===== src/rtl/alu_pkg.sv =====
// ---------------------------------------------------------------------------
// alu_pkg
// Shared definitions for the bit-serial ALU:
//   - ALU operation codes (4-bit)
//   - FSM state enum (IDLE / RUN / DONE)
//   - is_arith(): classifies an op code as arithmetic (anything that is not
//     AND, OR or NOR goes through the adder path)
// No ports (package).
// ---------------------------------------------------------------------------
package alu_pkg;

  localparam logic [3:0] ALU_AND = 4'b0000;
  localparam logic [3:0] ALU_OR  = 4'b0001;
  localparam logic [3:0] ALU_ADD = 4'b0010;
  localparam logic [3:0] ALU_SUB = 4'b0110;
  localparam logic [3:0] ALU_NOR = 4'b1100;

  typedef enum logic [1:0] {
    IDLE = 2'd0,
    RUN  = 2'd1,
    DONE = 2'd2
  } state_t;

  // Unknown codes are deliberately arithmetic: op[3]/op[2] then select
  // operand inversion and op[2] doubles as the carry-in.
  function automatic logic is_arith(input logic [3:0] op);
    return !((op == ALU_AND) || (op == ALU_OR) || (op == ALU_NOR));
  endfunction

endpackage


===== src/rtl/alu_slice.sv =====
// ---------------------------------------------------------------------------
// alu_slice
// Combinational 1-bit ALU slice. Operand inversion is applied by the caller,
// so ai/bi arrive already conditioned by op[3]/op[2].
// Ports:
//   ai, bi : conditioned operand bits
//   cin    : carry into this bit (arithmetic ops)
//   op     : 4-bit ALU op code
//   sum    : result bit (logic result for AND/OR/NOR, sum bit otherwise)
//   cout   : majority carry out (only meaningful for arithmetic ops)
// ---------------------------------------------------------------------------
module alu_slice
  import alu_pkg::*;
(
  input  logic       ai,
  input  logic       bi,
  input  logic       cin,
  input  logic [3:0] op,
  output logic       sum,
  output logic       cout
);

  always_comb begin
    sum  = ai ^ bi ^ cin;
    cout = (ai & bi) | (ai & cin) | (bi & cin);
    if (op == ALU_OR) begin
      sum = ai | bi;
    end else if (!is_arith(op)) begin
      // AND, and NOR as ~a & ~b (both operands already inverted)
      sum = ai & bi;
    end
  end

endmodule


===== src/rtl/bit_serial_alu.sv =====
// ---------------------------------------------------------------------------
// bit_serial_alu
// Multi-cycle bit-serial ALU. Operands and op are latched on start in IDLE,
// then one bit per cycle is pushed through a single alu_slice, LSB first,
// with the carry kept in a register between bits. After WIDTH bits the
// assembled result and flags are registered and done pulses for one cycle.
// Parameters:
//   WIDTH : operand/result width (>= 2)
//   CNT_W : bit counter width
// Ports:
//   clk       : system clock, rising edge
//   reset     : asynchronous active-low reset
//   start     : request, sampled only in IDLE
//   alu_op    : op code, latched with start
//   a, b      : operands, latched with start
//   busy      : high in RUN and DONE
//   done      : one-cycle pulse, result/flags valid
//   result    : final result, held until replaced by the next operation
//   zero      : result == 0
//   carry_out : carry out of MSB for arithmetic ops, else 0
//   overflow  : (only with BIT_SERIAL_ALU_OVF_EN defined) carry into MSB XOR
//               carry out of MSB for arithmetic ops, else 0
// Optional feature macro: BIT_SERIAL_ALU_OVF_EN
// ---------------------------------------------------------------------------
module bit_serial_alu
  import alu_pkg::*;
#(
  parameter int WIDTH = 8,
  parameter int CNT_W = $clog2(WIDTH)
) (
  input  logic             clk,
  input  logic             reset,
  input  logic             start,
  input  logic [3:0]       alu_op,
  input  logic [WIDTH-1:0] a,
  input  logic [WIDTH-1:0] b,
  output logic             busy,
  output logic             done,
  output logic [WIDTH-1:0] result,
  output logic             zero,
`ifdef BIT_SERIAL_ALU_OVF_EN
  output logic             overflow,
`endif
  output logic             carry_out
);

  state_t           state_q, state_d;
  logic [CNT_W-1:0] cnt_q, cnt_d;
  logic             carry_q, carry_d;
  logic [3:0]       op_q, op_d;
  logic [WIDTH-1:0] a_q, a_d;
  logic [WIDTH-1:0] b_q, b_d;
  logic [WIDTH-1:0] sh_q, sh_d;
  logic [WIDTH-1:0] result_q, result_d;
  logic             zero_q, zero_d;
  logic             cout_q, cout_d;
  logic             ovf_q, ovf_d;

  logic slice_ai, slice_bi, slice_sum, slice_cout;
  logic arith;

  // Operand registers shift right each RUN cycle, so bit 0 is always the
  // bit currently being processed.
  assign arith    = is_arith(op_q);
  assign slice_ai = op_q[3] ? ~a_q[0] : a_q[0];
  assign slice_bi = op_q[2] ? ~b_q[0] : b_q[0];

  alu_slice u_slice (
    .ai   (slice_ai),
    .bi   (slice_bi),
    .cin  (carry_q),
    .op   (op_q),
    .sum  (slice_sum),
    .cout (slice_cout)
  );

  always_comb begin
    state_d  = state_q;
    cnt_d    = cnt_q;
    carry_d  = carry_q;
    op_d     = op_q;
    a_d      = a_q;
    b_d      = b_q;
    sh_d     = sh_q;
    result_d = result_q;
    zero_d   = zero_q;
    cout_d   = cout_q;
    ovf_d    = ovf_q;

    case (state_q)
      IDLE: begin
        if (start) begin
          a_d     = a;
          b_d     = b;
          op_d    = alu_op;
          cnt_d   = '0;
          carry_d = is_arith(alu_op) ? alu_op[2] : 1'b0;
          state_d = RUN;
        end
      end
      RUN: begin
        a_d     = a_q >> 1;
        b_d     = b_q >> 1;
        sh_d    = {slice_sum, sh_q[WIDTH-1:1]};
        carry_d = arith ? slice_cout : 1'b0;
        cnt_d   = cnt_q + CNT_W'(1);
        if (cnt_q == CNT_W'(WIDTH - 1)) begin
          state_d  = DONE;
          // Flags come from the fully assembled word, including this bit.
          result_d = sh_d;
          zero_d   = (sh_d == '0);
          cout_d   = arith ? slice_cout : 1'b0;
          // carry_q here is the carry into the MSB.
          ovf_d    = arith ? (carry_q ^ slice_cout) : 1'b0;
        end
      end
      DONE: begin
        state_d = IDLE;
      end
      default: begin
        state_d = IDLE;
      end
    endcase
  end

  always_ff @(posedge clk or negedge reset) begin
    if (!reset) begin
      state_q  <= IDLE;
      cnt_q    <= '0;
      carry_q  <= 1'b0;
      op_q     <= '0;
      a_q      <= '0;
      b_q      <= '0;
      sh_q     <= '0;
      result_q <= '0;
      zero_q   <= 1'b0;
      cout_q   <= 1'b0;
      ovf_q    <= 1'b0;
    end else begin
      state_q  <= state_d;
      cnt_q    <= cnt_d;
      carry_q  <= carry_d;
      op_q     <= op_d;
      a_q      <= a_d;
      b_q      <= b_d;
      sh_q     <= sh_d;
      result_q <= result_d;
      zero_q   <= zero_d;
      cout_q   <= cout_d;
      ovf_q    <= ovf_d;
    end
  end

  assign busy      = (state_q == RUN) || (state_q == DONE);
  assign done      = (state_q == DONE);
  assign result    = result_q;
  assign zero      = zero_q;
  assign carry_out = cout_q;

`ifdef BIT_SERIAL_ALU_OVF_EN
  assign overflow = ovf_q;
`else
  // Overflow tracking has no output in this build.
  logic unused_ovf;
  assign unused_ovf = ovf_q;
`endif

endmodule


===== config.mk =====
export PLATFORM = sky130hd
export DESIGN_NAME = bit_serial_alu
export DESIGN_NICKNAME = d
export VERILOG_FILES = /design/src/rtl/alu_pkg.sv /design/src/rtl/alu_slice.sv /design/src/rtl/bit_serial_alu.sv
export SDC_FILE = /design/constraint.sdc
export NUM_CORES = 1
export LEC_CHECK = 0
export ABC_CLOCK_PERIOD_IN_PS = 2350
export CAP_MARGIN = 0
export CORE_UTILIZATION = 52
export DETAILED_ROUTE_END_ITERATION = 16
export PLACE_DENSITY = 0.9
export SLEW_MARGIN = 0
export SYNTH_ARGS = -nofsm -noshare
export SYNTH_HDL_FRONTEND = slang
export SYNTH_SLANG_ARGS = --single-unit

===== constraint.sdc =====
create_clock -name clk -period 2.35 [get_ports clk]
set_input_delay 0.5875 -clock clk [delete_from_list [all_inputs] [get_ports clk]]
set_output_delay 0.5875 -clock clk [all_outputs]
set_load 0.01 [all_outputs]

# Word level (Yosys, flattened, before mapping)

Index checks and enable logic that the tools add are counted.

Add/subtract/negate cells: 1
Multiply operators: 0
Magnitude comparators: 0
Equal/unequal tests: 9
Bitwise gates (word level): 10
Shift-type cells: 0
Reduce and logical (&&, ||, !) cells: 14
Multiplexer cells: 17
Div/mod/pow operators: 0

Operators with widths:

| cell                  | count |
|---|---|
| $pmux W8 S2           | 2 |
| $mux W8               | 2 |
| $eq A4 B1 Y1 const B  | 2 |
| $eq A4 B4 Y1 const B  | 2 |
| $logic_not A4 Y1      | 2 |
| $logic_not A8 Y1      | 1 |
| $reduce_and A2 Y1     | 4 |
| $mux W1               | 7 |
| $pmux W3 S2           | 1 |
| $logic_or A1 B1 Y1    | 5 |
| $mux W2               | 2 |
| $ne A2 B2 Y1 const B  | 2 |
| $pmux W2 S2           | 1 |
| $add A3 B1 Y3 const B | 1 |
| $and A1 B1 Y1         | 3 |
| $eq A3 B3 Y1 const B  | 1 |
| $mux W3               | 1 |
| $or A1 B1 Y1          | 3 |
| $eq A2 B1 Y1 const B  | 1 |
| $eq A2 B2 Y1 const B  | 1 |
| $logic_not A2 Y1      | 1 |
| $not A1 Y1            | 2 |
| $pmux W1 S2           | 1 |
| $reduce_bool A2 Y1    | 1 |
| $xor A1 B1 Y1         | 2 |

Memory bits (read-only): 0
Latch bits: 0
Input bits: 23
Logic and storage cells: 61
Memories kept: 0
Output and inout port bits: 12
Bits in registers: 44
Memory bits (writable): 0

# Longest topological paths before layout

Depth in word-level cells: 7
Depth in mapped cells: 7
Mapped depth without buffers: 7

# Hierarchy

Synthesis repeated with hierarchy kept, for this count alone.

Cells, all modules: 175
Area, all modules: 2062.0 µm²

By module, submodules not included:

| module         | cells each | area each (µm²) | sequential area each (µm²) | times used |
|---|---|---|---|---|
| bit_serial_alu | 160        | 1943.1          | 1076.0                     | 1 |
| alu_slice      | 15         | 118.9           | 0.0                        | 1 |

# Worst setup path before layout

Ideal clock, no wire load.

Kind: flip-flop to flip-flop
Start: register op_q[3]
End: register sh_q[7]
Stages on the path, launching flop included: 8
Slack: 0.414 ns
Period minus slack after synthesis: 1.936 ns
Path buffers: 0
Required time: 2.208 ns
Data arrival time: 1.795 ns
Setup time: 0.142 ns
Cells stage by stage: dfrtp_1 -> xor2_1 -> inv_1 -> fa_1 -> or2b_1 -> a21oi_1 -> a221oi_1 -> a31oi_1

Cells in the longest elaborated chain, start to end: 5
Elaborated cells on any way between the ends: 12
Those cells by class: eq/ne: 2; mux: 3; bitwise: 4; reduce/logical: 3

RTL lines:

| what                                                                    | line                           | RTL |
|---|---|---|
| from (decl)                                                             | bit_serial_alu.sv:50           | `logic [3:0] op_q, op_d;` |
| from (signal assigned)                                                  | bit_serial_alu.sv:143          | `op_q <= op_d;` |
| $mux W1 (tied with other cells)                                         | bit_serial_alu.sv:65           | `assign slice_ai = op_q[3] ? ~a_q[0] : a_q[0];` |
| $xor A1 B1 Y1 / $logic_or A1 B1 Y1 (equally long branches) (2 in a row) | alu_slice.sv:24, alu_pkg.sv:27 |  |
| $mux W1                                                                 | alu_slice.sv:28                | `end else if (!is_arith(op)) begin` |
| $mux W1 *                                                               | alu_slice.sv:26                | `if (op == ALU_OR) begin` |
| to (signal assigned)                                                    | bit_serial_alu.sv:134          | `sh_q <= '0;` |
| to (signal assigned)                                                    | bit_serial_alu.sv:146          | `sh_q <= sh_d;` |
| to (decl)                                                               | bit_serial_alu.sv:53           | `logic [WIDTH-1:0] sh_q, sh_d;` |

Mark *: on every way between the ends. The rest lies on a longest branch, timed or not.
A chain may end at the register's enable or synchronous reset.

# Worst setup path after layout

Start: register op_q[3]
End: register zero_q, in the netlist zero

Cells in the longest elaborated chain, start to end: 6
Elaborated cells on any way between the ends: 13
Those cells by class: eq/ne: 2; mux: 3; bitwise: 4; reduce/logical: 4

RTL lines:

| what                                                                    | line                           | RTL |
|---|---|---|
| $mux W1 (tied with other cells)                                         | bit_serial_alu.sv:65           |  |
| $xor A1 B1 Y1 / $logic_or A1 B1 Y1 (equally long branches) (2 in a row) | alu_slice.sv:24, alu_pkg.sv:27 |  |
| $mux W1                                                                 | alu_slice.sv:28                |  |
| $mux W1 *                                                               | alu_slice.sv:26                |  |
| $logic_not A8 Y1 *                                                      | bit_serial_alu.sv:111          | `zero_d = (sh_d == '0);` |
| to (signal assigned)                                                    | bit_serial_alu.sv:148          | `zero_q <= zero_d;` |
| to (decl)                                                               | bit_serial_alu.sv:55           | `logic zero_q, zero_d;` |

Marks and branches as above.

==> results.sh <==
export IMPL_outcome="completed"
export IMPL_antenna_cells=0
export IMPL_cts_sinks=43
export IMPL_grtUsageTotal_pct=21.5
export IMPL_period_needed_ps=2160
export IMPL_fin_nets=252
export IMPL_synth_fp_nets=216
export IMPL_first_pass_iters=4
export IMPL_clk_latency_ps=290
export IMPL_nFillCells=289
export IMPL_grt_setup_unrepaired="false"
export IMPL_ios=35
export IMPL_wl_per_cell_um=14.1
export IMPL_regToRegStartpoint="op_q[3]$_DFFE_PN0P_"
export IMPL_path_delay_family="flip-flops"
export IMPL_path_cells="xor2_1, inv_1, fa_1, or2b_1, a21oi_1, a221oi_2, a22o_1"
export IMPL_portBuffers=34
export IMPL_crit_path_max_incr_delay_ps=500
export IMPL_drc=0
export IMPL_synth_cell_type_count=30
export IMPL_die_area_um2=4180
export IMPL_antenna_found_initial=0
export IMPL_cts_clk_slew_worst_paths_ps=80
export IMPL_row_count=22
export IMPL_end_kind="flip-flop"
export IMPL_p_per_area_nw_per_um2=1230
export IMPL_hold_path_class="in -> async"
export IMPL_synth_seq_cells=43
export IMPL_vias=1425
export IMPL_post_dp_hpwl_um=2690
export IMPL_crit_arrival_ps=2340
export IMPL_cts_buffers=5
export IMPL_vias_per_cell=5.28
export IMPL_worstMarginPinSlew_ps=532
export IMPL_crit_fanout=7
export IMPL_fin_util_pct=67.6
export IMPL_finalSetupViolations=0
export IMPL_area_growth_synth_to_final_pct=23.1
export IMPL_root_buffer="clkbuf_8"
export IMPL_grt_max_degree=44
export IMPL_die_y_um=64.7
export IMPL_synth_area_um2=2040
export IMPL_crit_slowest_cell="dfrtp_1"
export IMPL_start_util_pct=54.9
export IMPL_final_common_cell="dfrtp_1"
export IMPL_overflow=0
export IMPL_ys_warnings_count=0
export IMPL_hold_viol_final=0
export IMPL_leakage_uw=0.00114
export IMPL_slew_headroom_pct=64.2
export IMPL_p_total_uw=3080
export IMPL_setup_tns_ps=0
export IMPL_gp_congestion=0.868
export IMPL_cp_start_kind="flip-flop"
export IMPL_grt_pass1_wl_um=6690
export IMPL_ant_nets=0
export IMPL_postCtsSetupRepairBufs=0
export IMPL_required_ps=2530
export IMPL_drv_cap=0
export IMPL_post_synth_cell_area_avg_um2=11.0
export IMPL_cts_tree="built"
export IMPL_drive_gt1_share_pct=13.1
export IMPL_clock_path_buffers=2
export IMPL_ir_drop_mv=0.576
export IMPL_skew_ps=7.23
export IMPL_slew_viol_final=0
export IMPL_grt_pass1_vias=1422
export IMPL_synth_cells=185
export IMPL_timing_rr_end="zero$_DFFE_PN0P_"
export IMPL_htree_levels=2
export IMPL_worst_path_buf_inv=1
export IMPL_core_area_um2=3720
export IMPL_r2r_cells=7
export IMPL_chipWidth_um=64.7
export IMPL_rrSetupSlack_ps=190
export IMPL_timing_final_crit_share_pct=91.9
export IMPL_most_common_layout_cells="dfrtp_1, clkdlybuf4s50_1, nand2_1, o21ai_0, mux2_2"
export IMPL_drt_initial_drc_count=100
export IMPL_worstSetupPathType="reg -> reg"
export IMPL_maxClockFrequency_mhz=463
export IMPL_wl_um=3800
export IMPL_yosysSeqAreaShare_pct=52.7
-- cells in the mapped netlist --
library cell / number / area, um^2
mux2_2: 16 / 180
o21ai_0: 19 / 95.1
fa_1: 1 / 20.0
nand2b_1: 4 / 25.0
mux2i_1: 15 / 150
nor4b_1: 1 / 8.76
a22o_1: 1 / 8.76
buf_2: 6 / 30.0
a221oi_1: 1 / 8.76
a211o_1: 1 / 8.76
nor4_1: 2 / 12.5
o31ai_1: 1 / 7.51
a2111oi_0: 1 / 8.76
o21ai_1: 2 / 10.0
clkbuf_1: 3 / 11.3
nor2_1: 4 / 15.0
nor2b_1: 4 / 25.0
inv_1: 9 / 33.8
a21oi_1: 5 / 25.0
o21a_1: 1 / 7.51
ha_1: 7 / 87.6
a31oi_1: 3 / 18.8
or4b_1: 1 / 10.0
mux2i_2: 1 / 13.8
nand2_1: 27 / 101
nor3_1: 2 / 10.0
dfrtp_1: 43 / 1080
or2b_1: 1 / 7.51
a211oi_1: 1 / 7.51
xor2_1: 2 / 17.5
-- timing repair --
item	CTS	global route
endpoints found under the hold margin	0	0
resized for setup	0	1
hold buffers	0	0
endpoints found under the setup margin	0	3
-- layout make-up --
cell class                      instances  area, um^2  share of cell area [%]
Sequential cell                        43        1080                    42.8
Multi-Input combinational cell        124         897                    35.7
Timing Repair Buffer                   38         365                    14.5
Clock buffer                            7        76.3                    3.04
Tap cell                               48        60.1                    2.39
Inverter                                9        33.8                    1.34
Clock inverter                          1        5.00                   0.199
-- how the worst max path moves through the flow --
stage	startpoint	to	slack [ps]	depth (start not counted)
floorplan	op_q[3]$_DFFE_PN0P_	sh_q[7]$_DFFE_PN0P_	410	7
finish	op_q[3]$_DFFE_PN0P_	zero$_DFFE_PN0P_	190	7
global placement	op_q[3]$_DFFE_PN0P_	sh_q[7]$_DFFE_PN0P_	280	7
CTS	op_q[3]$_DFFE_PN0P_	sh_q[7]$_DFFE_PN0P_	120	7
global route	op_q[2]$_DFFE_PN0P_	zero$_DFFE_PN0P_	50	7
detailed placement	op_q[3]$_DFFE_PN0P_	sh_q[7]$_DFFE_PN0P_	150	7
-- layer usage --
layer / vias up / GRT usage, % / wire length, um
li1: 706 / - / -
met1: 682 / 29.1 / 1780
met2: 30 / 33.8 / 1820
met3: 7 / 4.23 / 118
met4: 0 / 9.17 / 76
met5: - / 0 / 0
-- sequential cells by signal, indices dropped and copies added (netlist names) --
signal / flops
b_q: 8
a_q: 8
sh_q: 7
zero: 1
state_q: 2
result: 8
cnt_q: 3
carry_out: 1
op_q: 4
carry_q: 1
-- through the flow --
stage / cell area (um^2) / hold slack, ps / worst slack [ps] / instances
2_1_floorplan: 2040 / 292 / 414 / 185
3_3_place_gp: 2430 / 462 / 278 / 262
3_5_place_dp: 2430 / 477 / 147 / 262
4_1_cts: 2510 / 372 / 124 / 270
5_1_grt: 2510 / 410 / 47.8 / 270
6_report: 2510 / 357 / 190 / 270
-- power breakdown --
part	total (uW)	internal (uW)	switching [uW]
logic	1370	664	703
clock network	437	208	229
registers	1280	1040	240
total	3080	1910	1170
-- logic make-up after synthesis --
family | share of synthesized area [%]
AO/OA/AOI/OAI | 10.1
XOR/XNOR | 0.858
adder cells (fa/ha/maj) | 5.27
buffers and inverters | 3.68
flip-flops | 52.7
multiplexers | 16.9
AND/OR/NAND/NOR | 10.5
No activity file was read; power rests on OpenSTA's default activity.
